<file path="config.mk">
export PLATFORM = sky130hd
export DESIGN_NAME = uart_apb_sequencer
export DESIGN_NICKNAME = d
export VERILOG_FILES = /design/src/rtl/uart_apb_sequencer.sv
export SDC_FILE = /design/constraint.sdc
export NUM_CORES = 1
export LEC_CHECK = 0
export CORE_ASPECT_RATIO = 1.25
export CORE_MARGIN = 5
export CORE_UTILIZATION = 44
export CTS_BUF_LIST = sky130_fd_sc_hd__clkbuf_4
export DETAILED_ROUTE_END_ITERATION = 8
export PLACE_DENSITY = 0.85
export SLEW_MARGIN = 20
export SYNTH_ARGS = -nofsm -noshare
export SYNTH_HDL_FRONTEND = slang
export SYNTH_SLANG_ARGS = --single-unit
</file>
<file path="constraint.sdc">
create_clock -name clk -period 2.55 [get_ports clk]
set_input_delay 0.51 -clock clk [delete_from_list [all_inputs] [get_ports clk]]
set_output_delay 0.51 -clock clk [all_outputs]
set_load 0.02 [all_outputs]
</file>
<file path="src/rtl/uart_apb_sequencer.sv">
// ---------------------------------------------------------------------------
// uart_apb_sequencer
//
// Bus-master sequencer for one uart_binary instance. A single valid/ready
// request becomes the write sequence baud divisor (addr 4) -> T/R mode
// (addr 2) -> data (addr 0). Each write uses a one-cycle setup phase and an
// access phase held until uart_ready. Consecutive writes are separated by a
// one-cycle idle gap. An access phase that waits longer than TIMEOUT_CYCLES
// is aborted and reported with rsp_err.
//
// Optional feature (macro UART_SEQ_BAUD_CACHE_EN):
//   The last successfully written baud divisor is remembered. A request
//   whose effective divisor matches it skips the baud write.
//
// Parameters:
//   TIMEOUT_CYCLES - max cycles an access phase may wait for uart_ready (>=2)
//
// Ports:
//   clk, rst       - rising-edge clock, asynchronous active-high reset
//   req_valid/req_ready, req_dir, req_baud, req_data - request handshake
//   rsp_valid, rsp_data, rsp_err                      - completion
//   uart_sel, uart_enable, uart_addr, uart_wdata      - UART bus outputs
//   uart_rdata, uart_ready                            - UART bus inputs
// ---------------------------------------------------------------------------
module uart_apb_sequencer #(
  parameter int unsigned TIMEOUT_CYCLES = 4096
) (
  input  logic        clk,
  input  logic        rst,
  input  logic        req_valid,
  output logic        req_ready,
  input  logic        req_dir,
  input  logic [15:0] req_baud,
  input  logic [7:0]  req_data,
  output logic        rsp_valid,
  output logic [7:0]  rsp_data,
  output logic        rsp_err,
  output logic        uart_sel,
  output logic        uart_enable,
  output logic [9:0]  uart_addr,
  output logic [31:0] uart_wdata,
  input  logic [31:0] uart_rdata,
  input  logic        uart_ready
);

  localparam int unsigned CNT_W = $clog2(TIMEOUT_CYCLES + 1);
  localparam logic [CNT_W-1:0] CNT_MAX = CNT_W'(TIMEOUT_CYCLES);

  localparam logic [3:0] S_IDLE        = 4'd0;
  localparam logic [3:0] S_BAUD_SETUP  = 4'd1;
  localparam logic [3:0] S_BAUD_ACCESS = 4'd2;
  localparam logic [3:0] S_GAP1        = 4'd3;
  localparam logic [3:0] S_MODE_SETUP  = 4'd4;
  localparam logic [3:0] S_MODE_ACCESS = 4'd5;
  localparam logic [3:0] S_GAP2        = 4'd6;
  localparam logic [3:0] S_DATA_SETUP  = 4'd7;
  localparam logic [3:0] S_DATA_ACCESS = 4'd8;
  localparam logic [3:0] S_DONE        = 4'd9;

  logic [3:0]       state;
  logic             dir_q;
  logic [15:0]      baud_q;   // effective divisor (0 already mapped to 1)
  logic [7:0]       data_q;
  logic [CNT_W-1:0] cnt_q;
  logic [15:0]      baud_eff;
  logic             baud_hit;
  logic             timed_out;
  logic             unused_rdata_hi;

  assign unused_rdata_hi = ^uart_rdata[31:8];
  assign baud_eff        = (req_baud == 16'd0) ? 16'd1 : req_baud;
  assign timed_out       = (cnt_q == CNT_MAX);

`ifdef UART_SEQ_BAUD_CACHE_EN
  logic        cache_vld;
  logic [15:0] cache_baud;
  assign baud_hit = cache_vld && (cache_baud == baud_eff);
`else
  assign baud_hit = 1'b0;
`endif

  always_ff @(posedge clk or posedge rst) begin
    if (rst) begin
      state    <= S_IDLE;
      dir_q    <= 1'b0;
      baud_q   <= '0;
      data_q   <= '0;
      cnt_q    <= '0;
      rsp_data <= '0;
      rsp_err  <= 1'b0;
`ifdef UART_SEQ_BAUD_CACHE_EN
      cache_vld  <= 1'b0;
      cache_baud <= '0;
`endif
    end else begin
      case (state)
        S_IDLE: begin
          if (req_valid) begin
            dir_q    <= req_dir;
            baud_q   <= baud_eff;
            data_q   <= req_data;
            rsp_data <= '0;
            rsp_err  <= 1'b0;
            state    <= baud_hit ? S_MODE_SETUP : S_BAUD_SETUP;
          end
        end
        S_BAUD_SETUP: begin
          cnt_q <= '0;
          state <= S_BAUD_ACCESS;
        end
        S_MODE_SETUP: begin
          cnt_q <= '0;
          state <= S_MODE_ACCESS;
        end
        S_DATA_SETUP: begin
          cnt_q <= '0;
          state <= S_DATA_ACCESS;
        end
        S_BAUD_ACCESS, S_MODE_ACCESS, S_DATA_ACCESS: begin
          // ready wins over an expiring counter on the same cycle
          if (uart_ready) begin
            case (state)
              S_BAUD_ACCESS: begin
                state <= S_GAP1;
`ifdef UART_SEQ_BAUD_CACHE_EN
                cache_vld  <= 1'b1;
                cache_baud <= baud_q;
`endif
              end
              S_MODE_ACCESS: state <= S_GAP2;
              default: begin
                rsp_data <= dir_q ? uart_rdata[7:0] : 8'h00;
                state    <= S_DONE;
              end
            endcase
          end else if (timed_out) begin
            rsp_err  <= 1'b1;
            rsp_data <= '0;
            state    <= S_DONE;
`ifdef UART_SEQ_BAUD_CACHE_EN
            if (state == S_BAUD_ACCESS) cache_vld <= 1'b0;
`endif
          end else begin
            cnt_q <= cnt_q + 1'b1;
          end
        end
        S_GAP1:  state <= S_MODE_SETUP;
        S_GAP2:  state <= S_DATA_SETUP;
        S_DONE:  state <= S_IDLE;
        default: state <= S_IDLE;
      endcase
    end
  end

  // Bus outputs decode from the registered state so reset drops them at once.
  always_comb begin
    uart_sel    = 1'b0;
    uart_enable = 1'b0;
    uart_addr   = '0;
    uart_wdata  = '0;
    case (state)
      S_BAUD_SETUP, S_BAUD_ACCESS: begin
        uart_sel    = 1'b1;
        uart_enable = (state == S_BAUD_ACCESS);
        uart_addr   = 10'd4;
        uart_wdata  = {16'h0000, baud_q};
      end
      S_MODE_SETUP, S_MODE_ACCESS: begin
        uart_sel    = 1'b1;
        uart_enable = (state == S_MODE_ACCESS);
        uart_addr   = 10'd2;
        uart_wdata  = dir_q ? 32'd2 : 32'd1;
      end
      S_DATA_SETUP, S_DATA_ACCESS: begin
        uart_sel    = 1'b1;
        uart_enable = (state == S_DATA_ACCESS);
        uart_addr   = 10'd0;
        uart_wdata  = dir_q ? 32'd0 : {24'h000000, data_q};
      end
      default: ;
    endcase
  end

  assign req_ready = (state == S_IDLE);
  assign rsp_valid = (state == S_DONE);

endmodule
</file>
# After elaboration in Yosys (flattened, before gate mapping)
# Index checks and enable logic that the tools add are counted.
# W data, S select, Z words.
totals:
  register_bits: 51
  elab_cells: 65
classes:
  addsub: 1
  n_eq_ne: 16
  muxes: 25
  reduce_logical: 16
ops:
  columns: ["op", "count"]
  rows:
  - ["$mux W8", 6]
  - ["$pmux W16 S3", 1]
  - ["$pmux W4 S7", 1]
  - ["$mux W13", 2]
  - ["$pmux W13 S2", 1]
  - ["$eq A4 B3 Y1 const B", 4]
  - ["$logic_not A16 Y1", 1]
  - ["$mux W16", 1]
  - ["$pmux W8 S2", 1]
  - ["$add A13 B1 Y13 const B", 1]
  - ["$eq A13 B13 Y1 const B", 1]
  - ["$mux W4", 3]
  - ["$eq A4 B2 Y1 const B", 2]
  - ["$eq A4 B4 Y1 const B", 2]
  - ["$ne A2 B2 Y1 const B", 4]
  - ["$pmux W4 S2", 1]
  - ["$reduce_and A4 Y1", 2]
  - ["$reduce_or A2 Y1", 4]
  - ["$ne A3 B3 Y1 const B", 2]
  - ["$pmux W3 S2", 1]
  - ["$reduce_or A3 Y1", 2]
  - ["$reduce_or A6 Y1", 1]
  - ["$eq A4 B1 Y1 const B", 1]
  - ["$logic_not A4 Y1", 1]
  - ["other kinds (7)", 12]

# Longest topological paths before layout
# Gate-level depths: netlist of run 1.
logic_depth:
  depth_word: 5
  depth_mapped: 9
  ltp_nobuf: 7

# Worst setup path before layout of run 1
# OpenSTA, ideal clock, no wires.
synth_path:
  kind: "reg2out"
  from: "register state[1]"
  to: "output uart_wdata[0]"
  arrival_time_ns: 1.911
  required_ns: 2.040
  path_slack_ns: 0.129
  path_stages_with_launch: 7
  path_cell_list: "dfrtp_1 -> buf_2 -> nand2b_1 -> a211oi_1 -> clkbuf_1 -> nand2_1 -> o21ai_0"
synth_via:
  elab_chain_len: 3
  elab_cells_between_ends: 10
synth_lines:
  columns: ["element", "line_no", "rtl"]
  rows:
  - ["start, declared", "60", "logic [3:0] state;"]
  - ["start signal, assigned", "104", "state <= baud_hit ? S_MODE_SETUP : S_BAUD_SETUP;"]
  - ["$eq A4 B4 Y1 (tied with other cells)", "161", "case (state)"]
  - ["$reduce_or A2 Y1", null, null]
  - ["$pmux W16 S3 *", "161", null]
  - ["end, declared", "41", "output logic [31:0] uart_wdata,"]
# Mark *: on every way between the ends. The rest lies on a longest branch, timed or not.

# Worst setup path after layout of run 1
layout_path:
  from: "register state[1]"
  to: "output uart_wdata[1]"
# The elaborated chain is that of the path after synthesis.

==> results.sh, run 1 <==
export IMPL_gr_total_overflow=0
export IMPL_grt_start_max_net_pins=52
export IMPL_final_critical_path_setup_slack_ps=60.1
export IMPL_timing_final_crit_period_ps=2490
export IMPL_floorplan_initialDensity_pct=45.2
export IMPL_hold_ws_ps=486
export IMPL_placed_cell_area_um2=3540
export IMPL_final_worst_path_period_share_pct=97.6
export IMPL_num_vias=2431
export IMPL_worstPathMaxFanout=7
export IMPL_fraction_of_final_layout_cells_sized_beyond_drive_strength_1_pct=25.3
export IMPL_area_delta_synth_final_pct=34.4
export IMPL_maxCapViolCount=0
export IMPL_final_net_count=437
export IMPL_max_freq_ghz=0.402
export IMPL_postSynthRegisterBits=51
export IMPL_slew_viol_final=0
export IMPL_timing_critical_path_arrival_ps=1980
export IMPL_synth_async_reset_ratio_pct=100
export IMPL_tritoncts="done"
export IMPL_crit_cells=6
export IMPL_register_area_um2=1280
export IMPL_synth_largest_type_area_fraction_pct=45.5
export IMPL_totalWireLength_um=6960
export IMPL_worst_path_cell_chain="or4b_4 > a21oi_2 > buf_6 > a222oi_1 > inv_1 > buf_6"
export IMPL_peakVddDrop_mv=0.744
export IMPL_total_power_divided_by_cell_area_nw_per_um2=1110
export IMPL_count_of_inserted_antenna_diode_cells=0
export IMPL_synth_cell_type_count=49
export IMPL_cts_htree_levels=2
export IMPL_post_synth_top_count_cell="dfrtp_1"
export IMPL_netlist_top_cells_count="dfrtp_1, nand2_1, buf_4"
export IMPL_timing_critical_path_slowest_cell_delay_ps=590
export IMPL_drt_iter0_drc=199
export IMPL_area_of_the_multi_input_gates_um2=1360
export IMPL_synthesis_instances=283
export IMPL_yosys_warnings=0
export IMPL_cp_num_buf_inv=3
export IMPL_cp_required_ps=2040
export IMPL_clk_buf_depth=2
export IMPL_leakage_nw=1.68
export IMPL_die_height_um=99.2
export IMPL_clkSinkCount=51
export IMPL_post_place_cells=437
export IMPL_transition_time_of_the_tightest_slew_check_pin_ps=816
export IMPL_area_of_all_placed_cells_without_fillers_um2=3770
export IMPL_crit_path_capture_type="output port"
export IMPL_synth_flop_cell="dfrtp_1"
export IMPL_insertion_delay_ps=370
export IMPL_status="completed"
export IMPL_cts_made_buffers=5
export IMPL_timing_slew_headroom_pct=45.0
export IMPL_yosysSeqAreaShare_pct=45.5
export IMPL_die_width_um=81.4
export IMPL_synth_top_cells_by_area="dfrtp_1, mux2_2, buf_4"
export IMPL_antenna_violating_nets_post_route=0
export IMPL_place_hpwl_um=4980
export IMPL_place_ws_ps=4.24
export IMPL_endpoints_failing_hold=0
export IMPL_avgViaCountPerCell=5.28
export IMPL_clk_pin_slew_ps=150
export IMPL_crit_path_top_delay_cell="or4b_4"
export IMPL_num_rows=32
export IMPL_worstSetupPathType="register to output port"
export IMPL_netlist_top_cell_by_area="dfrtp_1"
export IMPL_critPathMostFrequentCell="buf_6"
export IMPL_pin_count=116
export IMPL_clockRootBuffer="clkbuf_4"
export IMPL_ctsHoldBuffers=0
export IMPL_drtPass1Iterations=6
export IMPL_skew_ps=10.6
export IMPL_number_of_drc_violations_after_detailed_routing=0
export IMPL_finalSetupViolCount=0
export IMPL_die_area_um2=8080
export IMPL_timing_critical_path_max_delay_family="simple AND/OR/NAND/NOR gates"
export IMPL_placeableCoreArea_um2=6210
export IMPL_grt_pass1_vias=2354
export IMPL_post_synth_instance_area_um2=2800
export IMPL_global_route_usage_total_pct=17.1
export IMPL_synth_edf_count=0
export IMPL_placement_io_buffers=67
export IMPL_critPathLaunchType="register"
export IMPL_rr_worst_depth=8
export IMPL_fillerInstances=499
export IMPL_worst_hold_path_type="register to register"
export IMPL_routabilityCongestion=0.853
export IMPL_non_filler_cells_final=460
export IMPL_antenna_found_initial=0
export IMPL_synthesis_area_per_instance_um2=9.90
export IMPL_grt_setup_unrepaired="yes"
export IMPL_detail_route_wl_per_cell_um=15.1
export IMPL_grt_pass1_wl_um=11100
export IMPL_hold_path_cell_count=1
worst paths after layout:
| path | startpoint | end | slack [ps] |
|---|---|---|---|
| worst max-delay path | state[1] | uart_wdata[1] | 60 |
| worst min-delay path | cnt_q[12] | cnt_q[12] | 490 |
| worst max register to register | state[2] | rsp_data[3] | 360 |
| worst min register to register | cnt_q[12] | cnt_q[12] | 490 |
| max in group asynchronous | rst | state[0] | 1510 |
| min in group asynchronous | rst | data_q[3] | 620 |
final cells by class:
cell class	count	share of cell area, %
multi-input combinational	206	36.0
sequential	51	33.9
timing repair buffer	99	24.6
tap	85	2.82
inverter	11	1.23
clock buffer	5	0.996
clock inverter	3	0.465
kinds of logic after synthesis:
kind of cell,synth area share (%)
xor gates and xnor gates,0.313
adders and majority gates,0.893
AOI/OAI and AO/OA,15.6
other,0.134
buffers and inverters,10.8
muxes,10.0
and+or+nand+nor,16.7
DFF,45.5
layer usage:
metal	vias up	share of wire, %	track usage (%)
met5	-	0	0
met4	0	1.4	5.20
met3	12	10	5.43
met2	121	51	28.7
met1	1147	38	20.7
li1	1151	-	-
through the flow:
stage	total power [mW]	setup TNS [ps]	utilization, %
final	4.19	0	60.7
after global routing	4.48	-142	60.7
after CTS	3.88	0	57.9
after detailed placement	3.50	0	57.0
after global placement	3.44	0	57.0
after floorplan	2.64	0	-
flip-flops by register name (all words and copies together) (netlist names):
name      count
rsp_err       1
dir_q         1
baud_q       16
state         4
data_q        8
rsp_data      8
cnt_q        13
cell usage in the layout, fill, tap and decap left out, types with 4 or more instances in the layout:
| cell type | count |
|---|---|
| clkbuf_4 | 5 |
| and2_4 | 4 |
| o31ai_1 | 7 |
| o21ai_0 | 11 |
| nand2_1 | 31 |
| dfrtp_1 | 51 |
| nand4_1 | 5 |
| a22o_1 | 6 |
| inv_1 | 9 |
| buf_4 | 27 |
| o21ai_1 | 9 |
| and2_1 | 4 |
| buf_2 | 4 |
| nor3_1 | 5 |
| buf_6 | 15 |
| dlygate4sd2_1 | 4 |
| mux2_2 | 24 |
| conb_1 | 24 |
| nand3_1 | 6 |
| clkdlybuf4s50_1 | 45 |
| o311ai_0 | 6 |
| nor4_1 | 5 |
| a21oi_1 | 8 |
| nor2_1 | 12 |
power breakdown:
part | leakage, nW | switching [mW] | internal [mW] | total (mW)
registers | 0.654 | 0.160 | 1.08 | 1.24
logic | 0.992 | 1.32 | 1.26 | 2.58
clock network | 0.0330 | 0.260 | 0.107 | 0.367
repair_timing:
item	4_1_cts	5_1_grt
resized for setup	77	38
buffers inserted	7	7
gates cloned	0	1
endpoints found under the setup margin	22	19
endpoints found under the hold margin	0	0
pin swaps	0	6
Note: power is estimated with default switching activity, not from simulation.
==> run 2: changes to the inputs <==
CORE_MARGIN = 2   (was 5)
SLEW_MARGIN = 0   (was 20)
==> results.sh, run 2 (same netlist as run 1, synthesis figures left out) <==
export IMPL_ctsHoldBuffers=0
export IMPL_critPathLaunchType="register"
export IMPL_grt_setup_unrepaired="yes"
export IMPL_antenna_violating_nets_post_route=0
export IMPL_final_core_utilization_pct=61.1
export IMPL_most_common_layout_cells="dfrtp_1, clkdlybuf4s50_1, nand2_1"
export IMPL_floorplan_initialDensity_pct=45.5
export IMPL_critPathMostFrequentCell="buf_6"
export IMPL_hold_ws_ps=473
export IMPL_grt_pass1_wl_um=11000
export IMPL_timing_critical_path_arrival_ps=2020
export IMPL_endpoints_failing_hold=0
export IMPL_final_net_count=439
export IMPL_largest_register_ffs=16
export IMPL_place_hpwl_um=5030
export IMPL_gr_total_overflow=0
export IMPL_final_worst_path_period_share_pct=99.4
export IMPL_worstSetupPathType="register to output port"
export IMPL_cts_htree_levels=2
export IMPL_clk_pin_slew_ps=150
export IMPL_fin_setup_tns_ps=0
export IMPL_num_rows=32
export IMPL_pin_count=116
export IMPL_fillerInstances=495
export IMPL_largest_register="baud_q"
export IMPL_register_area_um2=1280
export IMPL_count_of_inserted_antenna_diode_cells=0
export IMPL_cts_made_buffers=5
export IMPL_timing_critical_path_slowest_cell_delay_ps=510
export IMPL_power_mw=4.25
export IMPL_crit_path_top_delay_cell="or4b_4"
export IMPL_routabilityCongestion=0.873
export IMPL_die_height_um=93.2
export IMPL_max_freq_ghz=0.395
export IMPL_placed_cell_area_um2=3560
export IMPL_leakage_nw=1.70
export IMPL_worst_path_cell_chain="buf_6 > or4b_4 > a21oi_4 > buf_6 > a22o_1 > buf_4"
export IMPL_cp_required_ps=2040
export IMPL_detail_route_wl_per_cell_um=15.7
export IMPL_tritoncts="done"
export IMPL_drtPass1Iterations=4
export IMPL_die_area_um2=7030
export IMPL_placeableCoreArea_um2=6170
export IMPL_clk_buf_depth=2
export IMPL_final_common_cell="dfrtp_1"
export IMPL_worstPathMaxFanout=6
export IMPL_crit_path_capture_type="output port"
export IMPL_clkSinkCount=51
export IMPL_global_route_usage_total_pct=20.1
export IMPL_placement_io_buffers=67
export IMPL_finalSetupViolCount=0
export IMPL_clockRootBuffer="clkbuf_4"
export IMPL_transition_time_of_the_tightest_slew_check_pin_ps=900
export IMPL_drt_iter0_drc=155
export IMPL_fraction_of_final_layout_cells_sized_beyond_drive_strength_1_pct=25.8
export IMPL_area_of_the_multi_input_gates_um2=1350
export IMPL_avgViaCountPerCell=5.43
export IMPL_area_delta_synth_final_pct=34.4
export IMPL_timing_slew_headroom_pct=39.4
export IMPL_status="completed"
export IMPL_number_of_drc_violations_after_detailed_routing=0
export IMPL_timing_final_crit_period_ps=2530
export IMPL_maxCapViolCount=0
export IMPL_peakVddDrop_mv=0.694
export IMPL_antenna_found_initial=0
export IMPL_num_vias=2502
export IMPL_grt_start_max_net_pins=52
export IMPL_insertion_delay_ps=370
export IMPL_area_of_all_placed_cells_without_fillers_um2=3770
export IMPL_skew_ps=7.75
export IMPL_totalWireLength_um=7250
export IMPL_worst_hold_path_type="input pin to asynchronous set/reset pin"
export IMPL_reg_largest_list="baud_q: 16 flops, cnt_q: 13 flops"
export IMPL_total_power_divided_by_cell_area_nw_per_um2=1130
export IMPL_die_width_um=75.4
export IMPL_grt_pass1_vias=2394
export IMPL_slew_viol_final=0
run 2: final cells by class:
cell class / instances / area share [%]
Tap cell: 85 / 2.82
Inverter: 11 / 1.23
Multi-Input combinational cell: 206 / 35.9
Clock buffer: 5 / 0.997
Timing Repair Buffer: 101 / 24.2
Sequential cell: 51 / 33.9
Clock inverter: 2 / 0.997
run 2: timing repair:
item	CTS	global route
pin swaps	2	8
gates resized for setup	70	39
gates cloned	0	2
endpoints found under the setup margin	21	16
setup buffers	6	7
run 2: power by group:
part	total (mW)	switching (mW)	internal, mW
registers	1.25	0.165	1.08
clock network	0.471	0.270	0.201
logic	2.53	1.34	1.19
run 2: per-stage QoR:
| step | setup slack (ps) | instances |
|---|---|---|
| 2_1_floorplan | 129 | 306 |
| 3_3_place_gp | 21.7 | 439 |
| 3_5_place_dp | -5.91 | 439 |
| 4_1_cts | -87.0 | 452 |
| 5_1_grt | -74.8 | 461 |
| 6_report | 15.7 | 461 |
run 2: metal layers:
metal	up-vias	routed length, µm	GRT usage, %
met5	-	0	0
met4	0	114	6.73
met3	13	475	5.39
met2	104	3850	33.8
met1	1228	2810	24.4
li1	1157	-	-
run 2: critical path, delay by kind of cell (launching register included):
kind / cells / cell delay [ps]
AND/OR/NAND/NOR: 1 / 510
AO/OA/AOI/OAI: 2 / 310
flip-flops: 1 / 430
buffers and inverters: 3 / 400
run 2: path summary, 6_finish.rpt:
path	slack, ps	start	depth (start not counted)	endpoint
max reg2reg	260	state[0]	9	rsp_data[2]
max	20	state[0]	6	uart_wdata[3]
min	470	rst	3	cnt_q[9]
min in group clk	500	rsp_data[1]	2	rsp_data[1]
min reg2reg	500	rsp_data[1]	2	rsp_data[1]
max in group asynchronous	1840	rst	3	cnt_q[2]
